$ cat src/rtl/dsi_video_pkg.sv
// dsi_video_pkg
//   Shared constants for the DSI video packer: RGB888 pixel width, beat
//   counter width, pattern select codes and the 8-entry colour-bar table.
package dsi_video_pkg;

  localparam int RGB_W  = 24;
  localparam int BEAT_W = 12;

  typedef logic [RGB_W-1:0] rgb_t;

  typedef enum logic [1:0] {
    PAT_BLACK = 2'd0,
    PAT_WHITE = 2'd1,
    PAT_BARS  = 2'd2,
    PAT_RAMP  = 2'd3
  } pat_sel_e;

  // Left to right: white, yellow, cyan, green, magenta, red, blue, black.
  localparam rgb_t BAR_TABLE [8] = '{
    24'hFFFFFF, 24'hFFFF00, 24'h00FFFF, 24'h00FF00,
    24'hFF00FF, 24'hFF0000, 24'h0000FF, 24'h000000
  };

  function automatic rgb_t bar_colour(input logic [2:0] idx);
    return BAR_TABLE[idx];
  endfunction

endpackage

$ cat src/rtl/dsi_test_pattern_gen.sv
// dsi_test_pattern_gen
//   Combinational test-pattern mux. Produces the two RGB888 pixels of one
//   beat from the beat index within the line and the latched pattern select.
// Ports:
//   beat  - beat index within the active line (0-based)
//   sel   - pattern select (black / white / colour bars / horizontal ramp)
//   pix0  - first pixel of the beat, {R,G,B}
//   pix1  - second pixel of the beat, {R,G,B}
module dsi_test_pattern_gen
  import dsi_video_pkg::*;
#(
  parameter int H_ACTIVE = 540
) (
  input  logic [BEAT_W-1:0] beat,
  input  pat_sel_e          sel,
  output rgb_t              pix0,
  output rgb_t              pix1
);

  localparam logic [BEAT_W+2:0] H_DIV   = (BEAT_W+3)'(H_ACTIVE);
  localparam logic [BEAT_W+2:0] BAR_MAX = (BEAT_W+3)'(7);

  logic [BEAT_W+2:0] beat_x8;
  logic [BEAT_W+2:0] bar_raw;
  logic [2:0]        bar_idx;

  // Eight equal-width bars across H_ACTIVE beats; overlong lines stay on
  // the last (black) bar instead of wrapping.
  assign beat_x8 = {beat, 3'b000};
  assign bar_raw = beat_x8 / H_DIV;
  assign bar_idx = (bar_raw > BAR_MAX) ? 3'd7 : bar_raw[2:0];

  always_comb begin
    pix0 = '0;
    pix1 = '0;
    unique case (sel)
      PAT_BLACK: begin
        pix0 = '0;
        pix1 = '0;
      end
      PAT_WHITE: begin
        pix0 = '1;
        pix1 = '1;
      end
      PAT_BARS: begin
        pix0 = bar_colour(bar_idx);
        pix1 = bar_colour(bar_idx);
      end
      PAT_RAMP: begin
        pix0 = {3{beat[6:0], 1'b0}};
        pix1 = {3{beat[6:0], 1'b1}};
      end
      default: begin
        pix0 = '0;
        pix1 = '0;
      end
    endcase
  end

endmodule

$ cat src/rtl/dsi_video_packer.sv
// dsi_video_packer
//   Packs two-pixel-per-beat RGB video into 48-bit RGB888 beats for a DSI TX
//   controller, generates sync-edge pulses, optionally substitutes a test
//   pattern, and checks line/frame geometry.
// Ports:
//   clk, rst_n                  - pixel clock, synchronous active-low reset
//   i_hs, i_vs, i_valid         - input syncs and beat qualifier
//   i_r, i_g, i_b               - per-channel data, [7:0] pixel0, [15:8] pixel1
//   i_pattern_en, i_pattern_sel - test pattern control, latched at frame start
//   o_vs_start/o_vs_end         - one-cycle pulses on i_vs rise/fall
//   o_hs_start/o_hs_end         - one-cycle pulses on i_hs rise/fall
//   o_valid, o_data             - packed beat, 2 cycles after the input
//   o_frame_cnt                 - frames seen (wraps)
//   o_line_err_cnt              - lines with a wrong beat count (saturating)
//   o_line_err, o_frame_err     - sticky geometry error flags
module dsi_video_packer
  import dsi_video_pkg::*;
#(
  parameter int H_ACTIVE = 540,
  parameter int V_ACTIVE = 1920
) (
  input  logic        clk,
  input  logic        rst_n,
  input  logic        i_hs,
  input  logic        i_vs,
  input  logic        i_valid,
  input  logic [15:0] i_r,
  input  logic [15:0] i_g,
  input  logic [15:0] i_b,
  input  logic        i_pattern_en,
  input  logic [1:0]  i_pattern_sel,
  output logic        o_vs_start,
  output logic        o_vs_end,
  output logic        o_hs_start,
  output logic        o_hs_end,
  output logic        o_valid,
  output logic [47:0] o_data,
  output logic [15:0] o_frame_cnt,
  output logic [15:0] o_line_err_cnt,
  output logic        o_line_err,
  output logic        o_frame_err
);

  localparam logic [BEAT_W-1:0] H_CNT    = BEAT_W'(H_ACTIVE);
  localparam logic [BEAT_W-1:0] V_CNT    = BEAT_W'(V_ACTIVE);
  localparam logic [BEAT_W-1:0] CNT_MAX  = '1;
  localparam logic [BEAT_W-1:0] CNT_ONE  = BEAT_W'(1);

  // armed stays low for the first cycle after reset so the edge history is
  // loaded from the live inputs before any edge can be reported.
  logic armed;
  logic hs_q, vs_q, valid_q;
  logic hs_rise, hs_fall, vs_rise, vs_fall, valid_fall;

  logic [BEAT_W-1:0] beat_cnt, beat_nxt, beat_idx;
  logic [BEAT_W-1:0] line_cnt, line_nxt;
  logic              line_bad;
  logic              seen_vs;

  logic              pat_en_q;
  pat_sel_e          pat_sel_q;
  rgb_t              pix0, pix1;
  logic [47:0]       data_mux;

  logic              s1_vs_start, s1_vs_end, s1_hs_start, s1_hs_end, s1_valid;
  logic [47:0]       s1_data;

  always_comb begin
    hs_rise    = armed &  i_hs    & ~hs_q;
    hs_fall    = armed & ~i_hs    &  hs_q;
    vs_rise    = armed &  i_vs    & ~vs_q;
    vs_fall    = armed & ~i_vs    &  vs_q;
    valid_fall = armed & ~i_valid &  valid_q;
  end

  // A beat coinciding with the hs rise is beat 0 of the new line.
  always_comb begin
    beat_idx = hs_rise ? '0 : beat_cnt;
    beat_nxt = beat_cnt;
    if (hs_rise)
      beat_nxt = i_valid ? CNT_ONE : '0;
    else if (i_valid && (beat_cnt != CNT_MAX))
      beat_nxt = beat_cnt + CNT_ONE;
  end

  // line_nxt already includes a line ending this cycle, so a simultaneous
  // vs rise checks the frame against the completed line count.
  always_comb begin
    line_bad = valid_fall && (beat_cnt != H_CNT);
    line_nxt = line_cnt;
    if (valid_fall && (line_cnt != CNT_MAX))
      line_nxt = line_cnt + CNT_ONE;
  end

  dsi_test_pattern_gen #(
    .H_ACTIVE (H_ACTIVE)
  ) u_pattern (
    .beat (beat_idx),
    .sel  (pat_sel_q),
    .pix0 (pix0),
    .pix1 (pix1)
  );

  assign data_mux = pat_en_q ? {pix1, pix0}
                             : {i_r[15:8], i_g[15:8], i_b[15:8],
                                i_r[7:0],  i_g[7:0],  i_b[7:0]};

  always_ff @(posedge clk) begin
    if (!rst_n) begin
      armed          <= 1'b0;
      hs_q           <= 1'b0;
      vs_q           <= 1'b0;
      valid_q        <= 1'b0;
      beat_cnt       <= '0;
      line_cnt       <= '0;
      seen_vs        <= 1'b0;
      pat_en_q       <= 1'b0;
      pat_sel_q      <= PAT_BLACK;
      s1_vs_start    <= 1'b0;
      s1_vs_end      <= 1'b0;
      s1_hs_start    <= 1'b0;
      s1_hs_end      <= 1'b0;
      s1_valid       <= 1'b0;
      s1_data        <= '0;
      o_vs_start     <= 1'b0;
      o_vs_end       <= 1'b0;
      o_hs_start     <= 1'b0;
      o_hs_end       <= 1'b0;
      o_valid        <= 1'b0;
      o_data         <= '0;
      o_frame_cnt    <= '0;
      o_line_err_cnt <= '0;
      o_line_err     <= 1'b0;
      o_frame_err    <= 1'b0;
    end else begin
      armed       <= 1'b1;
      hs_q        <= i_hs;
      vs_q        <= i_vs;
      valid_q     <= i_valid;

      s1_vs_start <= vs_rise;
      s1_vs_end   <= vs_fall;
      s1_hs_start <= hs_rise;
      s1_hs_end   <= hs_fall;
      s1_valid    <= i_valid;
      s1_data     <= data_mux;

      o_vs_start  <= s1_vs_start;
      o_vs_end    <= s1_vs_end;
      o_hs_start  <= s1_hs_start;
      o_hs_end    <= s1_hs_end;
      o_valid     <= s1_valid;
      o_data      <= s1_data;

      beat_cnt    <= beat_nxt;

      if (line_bad) begin
        o_line_err <= 1'b1;
        if (o_line_err_cnt != 16'hFFFF)
          o_line_err_cnt <= o_line_err_cnt + 16'd1;
      end

      if (vs_rise) begin
        o_frame_cnt <= o_frame_cnt + 16'd1;
        if (seen_vs && (line_nxt != V_CNT))
          o_frame_err <= 1'b1;
        line_cnt  <= '0;
        seen_vs   <= 1'b1;
        pat_en_q  <= i_pattern_en;
        pat_sel_q <= pat_sel_e'(i_pattern_sel);
      end else begin
        line_cnt <= line_nxt;
      end
    end
  end

endmodule
$ cat config.mk
export PLATFORM = sky130hd
export DESIGN_NAME = dsi_video_packer
export DESIGN_NICKNAME = d
export VERILOG_FILES = /design/src/rtl/dsi_video_pkg.sv /design/src/rtl/dsi_test_pattern_gen.sv /design/src/rtl/dsi_video_packer.sv
export SDC_FILE = /design/constraint.sdc
export NUM_CORES = 1
export LEC_CHECK = 0
export ABC_AREA = 1
export CORE_ASPECT_RATIO = 1.75
export CORE_UTILIZATION = 52
export DETAILED_ROUTE_END_ITERATION = 16
export GPL_ROUTABILITY_DRIVEN = 0
export PLACE_DENSITY_LB_ADDON = 0.12
export SLEW_MARGIN = 0
export SYNTH_ARGS = -nofsm -noshare
export SYNTH_HDL_FRONTEND = slang
export SYNTH_SLANG_ARGS = --single-unit
$ cat constraint.sdc
create_clock -name clk -period 4.5 [get_ports clk]
set_input_delay 0.45 -clock clk [delete_from_list [all_inputs] [get_ports clk]]
set_output_delay 0.45 -clock clk [all_outputs]
set_load 0.05 [all_outputs]
# Yosys cells after proc, flatten, opt, wreduce, memory -nomap -nowiden
# Memory sizes are Yosys's and may differ from the RTL's.
# Cells that the tools add are included.
[word_totals]
reg_bits = 171
rom_bits = 192
in_bits = 56
out_inout_bits = 87
wordCells = 78
mem_count = 1
[mem_list]
columns = ["memory", "words", "word_bits", "rd", "rd_clocked_by_memory_dff", "write_ports", "line", "source"]
rows = [
  ["(name not given)", 8, 24, 1, 0, 0, "dsi_video_pkg.sv:25", "return BAR_TABLE[idx];"],
]
[op_classes]
n_addsub = 4
div_mod_pow = 1
order_cmp = 2
eq_ne = 8
muxes = 12
bitwise = 17
n_reduce_logical = 9
[ops]
columns = ["op", "count"]
rows = [
  ["$pmux 24 s4", 2],
  ["$mux 12", 4],
  ["$mux 24", 2],
  ["$mux 48", 1],
  ["$add 16x1->16 const B", 2],
  ["$add 12x1->12 const B", 2],
  ["$ne 12x12->1 const B", 2],
  ["$ne 16x16->1 const B", 1],
  ["$div 15x10->15 const B", 1],
  ["$gt 15x3->1 const B", 1],
  ["$ne 12x10->1 const B", 1],
  ["$ne 12x11->1 const B", 1],
  ["$and 1x1->1", 10],
  ["$not 1->1", 6],
  ["$eq 2x2->1 const B", 2],
  ["$ge 4x4->1 const B", 1],
  ["$logic_and 1x1->1", 4],
  ["$not 3->4", 1],
  ["$reduce_and 2->1", 2],
  ["$mux 3", 1],
  ["$eq 2x1->1 const B", 1],
  ["$logic_not 2->1", 1],
  ["$mux 1", 2],
  ["$reduce_bool 2->1", 1],
  ["$reduce_or 2->1", 1],
]

# Depth between registers and ports, before layout
[depth]
word_depth = 12
ltp_mapped = 43
ltp_nobuf = 42

# By module
# From an unflattened synthesis, not the netlist that was laid out.
[hier_totals]
hier_cells = 1183
hier_area_um2 = 8176.6
[modules_own_cells]
columns = ["mod", "n_inst", "cells_per_inst", "area_per_inst_um2", "seq_area_each_um2"]
rows = [
  ["dsi_video_packer", 1, 876, 6566.3, 3423.3],
  ["dsi_test_pattern_gen", 1, 307, 1610.3, 0.0],
]

# Least setup slack after synthesis
# OpenSTA, ideal clock, no wires.
[synth_timing]
kind = "input port to flip-flop"
start = "in i_hs"
end = "reg s1_data[31]"
setup_ns = 0.131
arrival_ns = 3.921
required_time_ns = 4.369
setup_slack_ns = 0.449
path_stages = 39
path_buffers = 1
path_cell_list = "nand3_2 buf_6 nand2_1 inv_1 ha_1 nand3_1 nand3_1 nand2_1 o21ai_1 nor2_1 nand3_2 nand2_4 nand2_4 nand2_2 nand2_2 nor2_2 nand3_4 nand2_4 (+3 left out) nand2_2 nand2_4 nand2_4 nand2_1 nand2_2 nand2_4 nor2_2 nand2_2 nand2_2 nand2_1 nand2_1 inv_1 nand3_2 nand2_2 nand2_4 nand3_2 nand2_2 a21oi_2"
[synth_between]
elab_chain_cells = 12
[synth_rtl]
columns = ["item", "line", "source"]
rows = [
  ["from (decl)", "dsi_video_packer.sv:24", "input logic i_hs,"],
  ["$and 1x1->1 * (2 in a row)", "dsi_video_packer.sv:69", "hs_rise = armed & i_hs & ~hs_q;"],
  ["$mux 12 *", "dsi_video_packer.sv:78", "beat_idx = hs_rise ? '0 : beat_cnt;"],
  ["$div 15x10->15", "dsi_test_pattern_gen.sv:30", "assign bar_raw = beat_x8 / H_DIV;"],
  ["$gt 15x3->1", "dsi_test_pattern_gen.sv:31", "assign bar_idx = (bar_raw > BAR_MAX) ? 3'd7 : bar_raw[2:0];"],
  ["$mux 3", "dsi_test_pattern_gen.sv:31", ""],
  ["$not 3->4 (not written as such)", "dsi_video_pkg.sv:25", ""],
  ["$mem_v2 8x24", "-", ""],
  ["$mux 24 (2 in a row)", "-", ""],
  ["$pmux 24 s4 *", "dsi_test_pattern_gen.sv:36", "unique case (sel)"],
  ["$mux 48 *", "dsi_video_packer.sv:104", "assign data_mux = pat_en_q ? {pix1, pix0}"],
  ["to (signal assigned)", "dsi_video_packer.sv:146", "s1_data <= data_mux;"],
  ["to (decl)", "dsi_video_packer.sv:66", "logic [47:0] s1_data;"],
]
# Mark *: on every way between the ends. The rest lies on a longest branch, timed or not. The select of a mux whose other input is x is not followed.
# A chain may end at the register's enable or synchronous reset.

# Worst setup path in the final report
[layout_timing]
start = "reg hs_q"
end = "reg s1_data[3]"
[layout_between]
elab_chain_cells = 12
[layout_rtl]
columns = ["item", "line", "source"]
rows = [
  ["from (decl)", "dsi_video_packer.sv:52", "logic hs_q, vs_q, valid_q;"],
  ["from (signal assigned)", "dsi_video_packer.sv:137", "hs_q <= i_hs;"],
  ["$not 1->1 *", "dsi_video_packer.sv:69", ""],
  ["$and 1x1->1 *", "dsi_video_packer.sv:69", ""],
  ["$mux 12 *", "dsi_video_packer.sv:78", ""],
  ["$div 15x10->15", "dsi_test_pattern_gen.sv:30", ""],
  ["$gt 15x3->1", "dsi_test_pattern_gen.sv:31", ""],
  ["$mux 3", "dsi_test_pattern_gen.sv:31", ""],
  ["$not 3->4 (not written as such)", "dsi_video_pkg.sv:25", ""],
  ["$mem_v2 8x24", "-", ""],
  ["$mux 24 (not written as such) (2 in a row)", "dsi_video_pkg.sv:25", ""],
  ["$pmux 24 s4 *", "dsi_test_pattern_gen.sv:36", ""],
  ["$mux 48 *", "dsi_video_packer.sv:104", ""],
]
# Marked as above.

==> results.md <==
* Post-layout util at between 70% and 80%
* Worst path arrival time at 4.85 ns
* HPWL Detailed at between 10 and 15 mm
* Pleak at about 5.2 nW
* Sw Pwr at a little under 0.001 W
* Stages on worst setup path at 38
* Initial antenna violation count at 0
* XOR/XNOR Fraction of Synth Area at under 10%
* CP dominant cell by count: nand2_2
* Critical R2R Launch: hs_q
* Achievable Freq at approximately 220 MHz
* Iteration-0 DRC Markers at 369
* First-pass GRT wire length at between 30 and 40 mm
* Slew Viols, Final at 0
* Routing usage on met3 at 4.669%
* Final Hold Vio Count at 0
* Commonest cells after routing, fill and taps aside: nand2_1 (239), dfxtp_1 (168), inv_1 (158)
* Clk network pwr share at between 40% and 50%
* Yosys cell types at 46
* Crit path max-delay family: simple AND/OR/NAND/NOR gates
* Synth Area in Compound Gates at 9.630%
* Worst skew pair latency at approximately 0.43 ns
* Tmin final at between 4 and 5 ns
* Largest net degree at the start of global routing at between 80 and 90
* Crit path launch type: register
* Gr busiest metal: met2
* Cell row count at just under 60
* DRT Pass-1 Iters at 5
* DR vias/cell at a little over 5
* Count of input and output buffers at approximately 140
* Worst Skew at 0.01171 ns
* RSZ-0062 raised after global routing: true
* Slew headroom at 41.78%
* Die W at between 90 and 100 um
* CP Launch Point: hs_q
* Flops & latches, synth at 171
* Maximum vdd drop at between 200 and 250 uV
* Initial Util at 53.44%
* Crit. End Element: register
* Clock Path Buffers at 2
* Post-synthesis area per instance at ~7.3 um^2
* Internal power at about 0.0025 W
* N_diodes at 0
* Core area at between 0.01 and 0.015 mm^2
* H-tree depth at 4
* Final worst path period share at about 100%
* Met2 GRT Util at ~53%
* Type of the worst setup path: reg -> reg
* MaxCap Viol Count at 0
* Largest family of logic cells by synthesized area: simple AND/OR/NAND/NOR gates
* Grt ovf at 0
* Die Height at 162.8 um
* # setup viols final at 0
* Post-Synth Adder-Cell Area at less than 1%
* Gr usage total at 27.06%
* Most common cell after layout, fill and taps aside: nand2_1
* DRC violations left at 0
* Mux share of post-synthesis cell area at 0%
* Worst Hold Class: reg -> reg
* Maximum single-stage delay on the critical path at about 0.32 ns
* RR Endpoint: s1_data[3]
* Vias at between 7,000 and 8,000
* Reg-to-reg setup timing slack at approximately 0.00076 ns
* Root Driver: clkbuf_16
* Vias in the first global route at 7,035
* TritonCTS Buffers at 17
* Sequential fraction of the synthesis area at roughly 45%
* Pwr/cell area at roughly 320 mW/mm^2
* Sequential Power Share at roughly 46%
* WP buf/inv at 5
* Net Count, Synth at about 1,100
* Comb pwr share at approximately a tenth
* Top Ports at ~140
* CTS tree: yes
* CTS Sinks at ~170
* Layout cells sized above 1 at 19.73%
* Met1 Usage GRT at around a quarter
* ANT nets after route at 0
* Worst Tran Pin Value at 0.8720 ns
* Number of hold buffers added after cts at 0
* Worst-path clk slew at roughly 0.07 ns
* Yosys Warn Count at 0
* Status: complete, no violations
* Required @ worst endpoint at 4.85 ns
* Reg2reg path depth at 38
* CP endpoint: s1_data[3]
* Post-route cell area at around 0.011 mm^2
* Synthesis-to-finish area growth at 41.86%
* Die area at 0.01528 mm^2
* Hold path startpoint: s1_data[8]
* Post-layout net count at 1,331
* Mapped cell area at between 0.007 and 0.008 mm^2
* Final wirelength at 21.87 mm
* Gate Count Post-Synth at approximately 1,100
* Switching share of total power at between 20 and 30%
* Largest fanout on the critical path at 7
* Slowest cell on crit path: dfxtp_2
* Post-DP Area at a little under 0.01 mm^2
* Average wire per standard cell at around 15 um
* Synth Area in Simple Gates at roughly a third
## sequential cells by signal (all words and copies together) (netlist names), 2 cells and up
signal / flops
beat_cnt: 12
line_cnt: 12
o_data: 48
o_frame_cnt: 16
o_line_err_cnt: 16
pat_sel_q: 2
s1_data: 48
## layer usage
layer | vias up | share of wire (%) | routed length, um
met5 | - | 0 | 0
met4 | 0 | 4.8 | 1039
met3 | 81 | 4.7 | 1035
met2 | 266 | 55 | 12120
met1 | 3457 | 35 | 7669
li1 | 3738 | - | -
## through the flow
stage	cells	worst slack (ns)	total power [W]	setup TNS (ns)	hold WS, ns
4_1_cts	1445	0.009324	0.003482	0	0.4052
3_5_place_dp	1411	-0.5366	0.001987	-14.88	0.3960
6_report	1462	0.0007607	0.003478	0	0.4019
5_1_grt	1462	-0.3628	0.003587	-10.91	0.4270
2_1_floorplan	1050	0.4487	0.001840	0	0.3905
3_3_place_gp	1411	-0.3499	0.001982	-7.602	0.3918
## power groups by stage
stage | Clock (W) | Combinational (W) | Sequential (W)
floorplan | 0 | 0.000112 | 0.00173
global placement | 0 | 0.000343 | 0.00164
detailed placement | 0 | 0.000347 | 0.00164
CTS | 0.00152 | 0.000354 | 0.00160
global route | 0.00158 | 0.000391 | 0.00161
finish | 0.00151 | 0.000364 | 0.00161
## cells in the mapped netlist (all sizes together)
cell type	number	area, um^2
o21ai	40	215.2
a211oi	3	22.52
and3b	1	8.760
o31ai	1	7.510
nand3b	2	18.77
xnor2	6	52.55
a31oi	2	12.51
nand4	15	121.4
nor3b	4	35.03
nor2	93	386.6
ha	6	75.07
nand3	73	475.5
inv	173	649.4
clkinv	1	3.750
a221oi	1	8.760
clkbuf	19	71.32
and3	1	6.260
nor4	10	62.56
a21oi	84	450.4
nor3	25	125.1
o211ai	1	7.510
buf	6	35.03
xor2	17	156.4
dfxtp	171	3423
nand2	293	1232
o21a	2	15.01
## worst min path at each step
stage | slack [ns] | cells after the start | end
finish | 0.40 | 2 | o_data[8]
global route | 0.43 | 2 | o_data[38]
CTS | 0.41 | 2 | o_data[8]
detailed placement | 0.40 | 2 | o_data[18]
global placement | 0.39 | 2 | o_data[11]
floorplan | 0.39 | 2 | o_data[0]
## kinds of logic (layout without fill, tap and decap cells)
| group | after synthesis | after routing |
|---|---|---|
| flops | 171 | 171 |
| compound gates | 134 | 134 |
| simple gates | 517 | 520 |
| buf+inv | 199 | 428 |
| xor+xnor | 23 | 23 |
| fa+ha+maj | 6 | 6 |
## layout make-up
class                   count  area, um^2
fillers                  1084        3476
well taps                 180       225.2
clock inverters            15       193.9
clock buffers              17       425.4
multi-input cells         683        3902
flip-flops and latches    171        3427
inverters                 174       660.6
repair buffers            222        2058
## tightest hold or removal path: cells and delay by family (launching register included)
| kind | cells | cell delay, ns |
|---|---|---|
| flip-flops | 1 | 0.30 |
| AND/OR/NAND/NOR | 1 | 0.04 |
| buffers and inverters | 1 | 0.04 |
## timing repair
| item | CTS | global route |
|---|---|---|
| endpoints found under the setup margin | 20 | 47 |
| pin swaps | 5 | 41 |
| buffers inserted | 1 | 15 |
| gates resized for setup | 9 | 88 |
| gates cloned | 1 | 2 |
| endpoints found under the hold margin | 0 | 0 |
(Power assumes the default switching activity.)
